### config.mk
export PLATFORM = sky130hd
export DESIGN_NAME = pipe_stall_ctrl
export DESIGN_NICKNAME = d
export VERILOG_FILES = /design/src/rtl/pipe_stall_ctrl.sv
export SDC_FILE = /design/constraint.sdc
export NUM_CORES = 1
export LEC_CHECK = 0
export ABC_CLOCK_PERIOD_IN_PS = 1800
export CORE_MARGIN = 10
export CORE_UTILIZATION = 42
export CTS_BUF_LIST = sky130_fd_sc_hd__clkbuf_16
export DETAILED_ROUTE_END_ITERATION = 8
export GPL_TIMING_DRIVEN = 0
export PLACE_DENSITY_LB_ADDON = 0.08
export SLEW_MARGIN = 20
export SYNTH_ARGS = -nofsm -noshare
export SYNTH_HDL_FRONTEND = slang
export SYNTH_SLANG_ARGS = --single-unit
### constraint.sdc
create_clock -name clk -period 1.8 [get_ports clk]
set_clock_uncertainty 0.1 [all_clocks]
set_input_delay 0.36 -clock clk [delete_from_list [all_inputs] [get_ports clk]]
set_output_delay 0.36 -clock clk [all_outputs]
set_load 0.03 [all_outputs]
### src/rtl/pipe_stall_ctrl.sv
// Central stall sequencer: freezes/advances the pipeline registers, sequences the
// iterative MUL/DIV unit in EX and inserts load-use bubbles into ID/EX.
module pipe_stall_ctrl #(
  parameter int unsigned MUL_CYCLES = 32,
  parameter int unsigned DIV_CYCLES = 32,
  parameter int unsigned CNT_W      = 6
) (
  input  logic             clk,
  input  logic             rst,
  input  logic             mul_req,
  input  logic [1:0]       mul_op,
  input  logic             load_use,
  output logic             en_pc,
  output logic             en_if_id,
  output logic             en_id_ex,
  output logic             flush_id_ex,
  output logic             en_ex_mem,
  output logic             en_mem_wb,
  output logic             mul_start,
  output logic             mul_busy,
  output logic             mul_done,
  output logic [CNT_W-1:0] iter_cnt,
  output logic [15:0]      stall_count
);

  typedef enum logic [1:0] {
    StIdle,
    StBusy,
    StDone
  } state_e;

  localparam logic [1:0]       OpMul   = 2'b01;
  localparam logic [1:0]       OpDiv   = 2'b10;
  localparam logic [CNT_W-1:0] MulLast = CNT_W'(MUL_CYCLES - 1);
  localparam logic [CNT_W-1:0] DivLast = CNT_W'(DIV_CYCLES - 1);

  state_e           state_q, state_d;
  logic [CNT_W-1:0] iter_q, iter_d;
  logic [1:0]       op_q, op_d;
  logic [15:0]      stall_q, stall_d;
  logic [CNT_W-1:0] last_iter;

  // Encodings other than DIV run the multiplier schedule.
  assign last_iter = (op_q == OpDiv) ? DivLast : MulLast;

  always_comb begin
    state_d     = state_q;
    iter_d      = iter_q;
    op_d        = op_q;
    en_pc       = 1'b0;
    en_if_id    = 1'b0;
    en_id_ex    = 1'b0;
    en_ex_mem   = 1'b0;
    en_mem_wb   = 1'b0;
    flush_id_ex = 1'b0;
    mul_start   = 1'b0;
    mul_busy    = 1'b0;
    mul_done    = 1'b0;

    unique case (state_q)
      StIdle: begin
        if (mul_req) begin
          mul_start = 1'b1;
          op_d      = mul_op;
          iter_d    = '0;
          state_d   = StBusy;
        end else if (load_use) begin
          // Hold PC and IF/ID, drain the rest and bubble ID/EX.
          en_id_ex    = 1'b1;
          en_ex_mem   = 1'b1;
          en_mem_wb   = 1'b1;
          flush_id_ex = 1'b1;
        end else begin
          en_pc     = 1'b1;
          en_if_id  = 1'b1;
          en_id_ex  = 1'b1;
          en_ex_mem = 1'b1;
          en_mem_wb = 1'b1;
        end
      end
      StBusy: begin
        mul_busy = 1'b1;
        if (iter_q == last_iter) begin
          iter_d  = '0;
          state_d = StDone;
        end else begin
          iter_d = iter_q + CNT_W'(1);
        end
      end
      StDone: begin
        mul_done  = 1'b1;
        en_pc     = 1'b1;
        en_if_id  = 1'b1;
        en_id_ex  = 1'b1;
        en_ex_mem = 1'b1;
        en_mem_wb = 1'b1;
        state_d   = StIdle;
      end
      default: begin
        state_d = StIdle;
        iter_d  = '0;
      end
    endcase

    // Counter holds at all-ones instead of wrapping.
    stall_d = stall_q;
    if (!en_pc && (stall_q != 16'hFFFF)) begin
      stall_d = stall_q + 16'd1;
    end

    if (rst) begin
      en_pc       = 1'b0;
      en_if_id    = 1'b0;
      en_id_ex    = 1'b0;
      en_ex_mem   = 1'b0;
      en_mem_wb   = 1'b0;
      flush_id_ex = 1'b0;
      mul_start   = 1'b0;
      mul_busy    = 1'b0;
      mul_done    = 1'b0;
    end
  end

  always_ff @(posedge clk) begin
    if (rst) begin
      state_q <= StIdle;
      iter_q  <= '0;
      op_q    <= OpMul;
      stall_q <= '0;
    end else begin
      state_q <= state_d;
      iter_q  <= iter_d;
      op_q    <= op_d;
      stall_q <= stall_d;
    end
  end

  assign iter_cnt    = iter_q;
  assign stall_count = stall_q;

endmodule

==> qor.tcl <==
set qor(result_of_the_run) {finished, violations left}
set qor(violations) {negative setup slack}
set qor(yosysMostFrequentCell) {dfxtp_1}
set qor(avgRoutedWirePerCell_um) 17.2
set qor(worst_skew_pair.late_latency_ps) 270
set qor(timing.critical_path.slowest_stage_cell) {or4b_4}
set qor(total_cts_buffers) 3
set qor(io-pin-count) 37
set qor(floorplan.die.width_um) 75.8
set qor(area.growth.synth_to_final_pct) 72.1
set qor(critPathCaptureType) {flip-flop}
set qor(synthDistinctLibCells) 42
set qor(clk_transition_reported_paths_ps) 60
set qor(design.core.area_um2) 3000
set qor(crit-reg2reg-capture) {stall_count[11]$_SDFFE_PP0P_}
set qor(yosys_most_used_dff) {dfxtp_1}
set qor(gpl.final_weighted_congestion) 0.816
set qor(instances_no_fill) 247
set qor(detailedRoute.firstPassIterationCount) 4
set qor(clock_tree.buffer_depth) 2
set qor(place.detailed.instances) 217
set qor(worst_hold_startpoint) {rst}
set qor(relSlewSlack) 0.604
set qor(final_hold_viol_count) 0
set qor(number_of_cells_traversed_by_the_worst_hold_path) 3
set qor(antenna_violations_before_repair) 0
set qor(max_stage_delay_ps) 600
set qor(fmaxAchievable_mhz) 551
set qor(synthesis.nets) 159
set qor(first_pass_grt_wire_length_um) 6820
set qor(post-synth-top-area-cell) {dfxtp_1}
set qor(crit_required_ps) 1890
set qor(critPathMaxFanout) 7
set qor(ys_ff_latch) 24
set qor(layout.filler_cells) 225
set qor(critical_path.reg2reg.startpoint) {stall_count[8]$_SDFFE_PP0P_}
set qor(grtUsageMet1) 0.173
set qor(ys_warn_count) 0
set qor(grt.overflow.total) 0
set qor(drt_wl_total_um) 4240
set qor(start_util) 0.435
set qor(postLayoutSetupSlackWorst_ps) -14.4
set qor(gr-usage-met3) 0.0456
set qor(via_count_of_the_first_global_routing_pass) 1442
set qor(hold_path.class) {primary input to flip-flop}
set qor(clockRootBuffer) {clkbuf_16}
set qor(place_hpwl_um) 2650
set qor(clock_sinks) 24
set qor(drtAntennaViolNets) 0
set qor(chain_of_cells_forming_the_critical_path) {nand3_2 -> or4b_4 -> or4_4 -> a21oi_2}
set qor(max_cap_viol_count) 0
set qor(synth.yosys.seq_area_share) 0.368
set qor(fin_worst_hold_slack_ps) 387
set qor(synthesis.area_um2) 1310
set qor(element_type_at_the_critical_path_start) {flip-flop}
set qor(n_antenna_cell) 0
set qor(clock_tree_from_tritoncts) {done}
set qor(power.leakage_nw) 1.01
set qor(nNetsFinal) 223
set qor(drc_viols) 0
set qor(grt_setup_unrepaired) {true}
set qor(htree_num_levels) 1
set qor(grt_util_met2) 0.254
set qor(min_period_over_period) 1.01
set qor(fp.dieArea_um2) 5740
set qor(gr-usage-all-layers) 0.152
set qor(final_layout_size_suffix_gt1_frac) 0.463
set qor(arrival_ps) 1900
set qor(post_dr_vias_cell) 5.90
set qor(synthTopCellsByArea) {dfxtp_1 (37%), mux2_2 (4.3%), nor2_1 (4.0%)}
set qor(synth_largest_type_area_fraction) 0.368
set qor(fp.dieH_um) 75.8
set qor(top_usage_layer) {met2}
set qor(synthArstFlopShare) 0
set qor(peakVddDrop_uv) 486
set qor(final.min_clock_period_ps) 1810
set qor(synth_enable_flop_cells) 0
set qor(synth_area_per_cell_um2) 8.65
set qor(grt_max_degree) 15
set qor(setup_violations) 4
set qor(vias) 1457
set qor(total_negative_setup_slacks_ps) -18.7
set qor(timing.reg2reg.setup_slack_ps) -10
set qor(report.final.slew_viol_count) 0
set qor(worstHoldEndpoint) {stall_count[15]$_SDFFE_PP0P_}
set qor(multi_input_area_um2) 931
set qor(number_of_instances_in_the_synthesized_netlist) 151
set qor(first_iter_violations) 190
set qor(synth.cells.most_frequent) {dfxtp_1 (24), nor2_1 (14), a21oi_1 (9), nand3_1 (8), nor2b_1 (8)}
set qor(rows) 20
set qor(seqCellArea_um2) 544
set qor(tightest_slew_ps) 594
set qor(worst-r2r-cell-count) 4
set qor(worst-setup-path-type) {flip-flop to flip-flop}
set qor(io_buffer_count) 33
set qor(power_density_nw_per_um2) 612
set qor(hold_buffers) 0
## where the power goes
group | total [W] | internal [W] | switching (W) | leakage (nW)
combinational | 0.000239 | 0.000107 | 0.000131 | 0.750
sequential | 0.000541 | 0.000524 | 0.0000170 | 0.208
clock | 0.000597 | 0.000387 | 0.000210 | 0.0493
total | 0.00138 | 0.00102 | 0.000358 | 1.01
## registers in the layout, indices dropped and copies added (netlist names)
| signal | flops |
|---|---|
| iter_cnt | 6 |
| stall_count | 16 |
| state_q | 2 |
## how the worst max path moves through the flow
| stage | startpoint | cells past startpoint | slack, ps | endpoint |
|---|---|---|---|---|
| 3_5_place_dp | mul_req | 6 | -1000 | en_pc |
| 5_1_grt | stall_count[1]$_SDFFE_PP0P_ | 6 | -80 | stall_count[10]$_SDFFE_PP0P_ |
| 2_1_floorplan | rst | 4 | -190 | en_pc |
| 3_3_place_gp | mul_req | 6 | -960 | en_pc |
| 6_report | stall_count[8]$_SDFFE_PP0P_ | 4 | -10 | stall_count[11]$_SDFFE_PP0P_ |
| 4_1_cts | state_q[1]$_SDFFE_PP0P_ | 5 | -80 | en_pc |
## kinds of logic (layout without fill, tap and decap cells)
family / after synthesis / in the layout / synth area share
multiplexers: 6 / 6 / 0.0517
flip-flops: 24 / 24 / 0.368
adder cells (fa/ha/maj): 2 / 2 / 0.0192
AO/OA/AOI/OAI: 30 / 30 / 0.148
AND/OR/NAND/NOR: 73 / 73 / 0.337
buffers and inverters: 12 / 75 / 0.0498
XOR/XNOR: 4 / 4 / 0.0268
## cell type report
cell class | instances | area share
Multi-Input combinational cell | 115 | 0.414
Inverter | 2 | 0.00445
Tap cell | 33 | 0.0184
Timing Repair Buffer | 59 | 0.237
Clock buffer | 4 | 0.0445
Buffer | 10 | 0.0395
Sequential cell | 24 | 0.242
## layout by cell type, fill, tap and decap left out, types with 2 or more instances in the layout
cell type	count
o31ai_1	6
xor2_1	3
or4_1	3
a21oi_2	3
buf_6	6
nor2b_1	7
a21oi_1	6
mux2_2	4
dfxtp_4	17
and3_1	2
or4_4	3
nor4_4	3
dlymetal6s2s_1	9
clkbuf_16	4
dlygate4sd2_1	6
clkbuf_4	2
clkbuf_1	3
nand2_1	7
nor4_2	3
nor2_1	14
or3_1	3
nand3_1	6
and3_4	2
nand3_2	2
o21ai_0	5
nand4_1	6
dfxtp_1	7
buf_4	27
clkdlybuf4s50_1	8
buf_2	3
## per-stage QoR
step / setup slack, ps / total power (W) / area (um2) / util
2_1_floorplan: -192 / 0.000681 / 1450 / -
3_3_place_gp: -964 / 0.000750 / 1820 / 0.605
3_5_place_dp: -1000 / 0.000751 / 1820 / 0.605
4_1_cts: -77.3 / 0.00135 / 2110 / 0.702
5_1_grt: -78.3 / 0.00142 / 2250 / 0.749
6_report: -14.4 / 0.00138 / 2250 / 0.749
## critical path: cells and delay by family (launching register included)
| kind | cells | cell delay (ps) |
|---|---|---|
| compound gates | 1 | 130 |
| flops | 1 | 380 |
| simple gates | 3 | 1130 |
## routing by layer
metal | up-vias | share of wire | wire length, um
met5 | - | 0 | 0
met4 | 0 | 0.029 | 125
met3 | 18 | 0.074 | 316
met2 | 58 | 0.47 | 2010
met1 | 689 | 0.42 | 1790
li1 | 692 | - | -
## timing repair
item	CTS	global route
setup endpoints to repair	27	30
buffers inserted	17	9
gates resized for setup	75	27
pin swaps	6	12
Power figures use the tool's default switching activity.
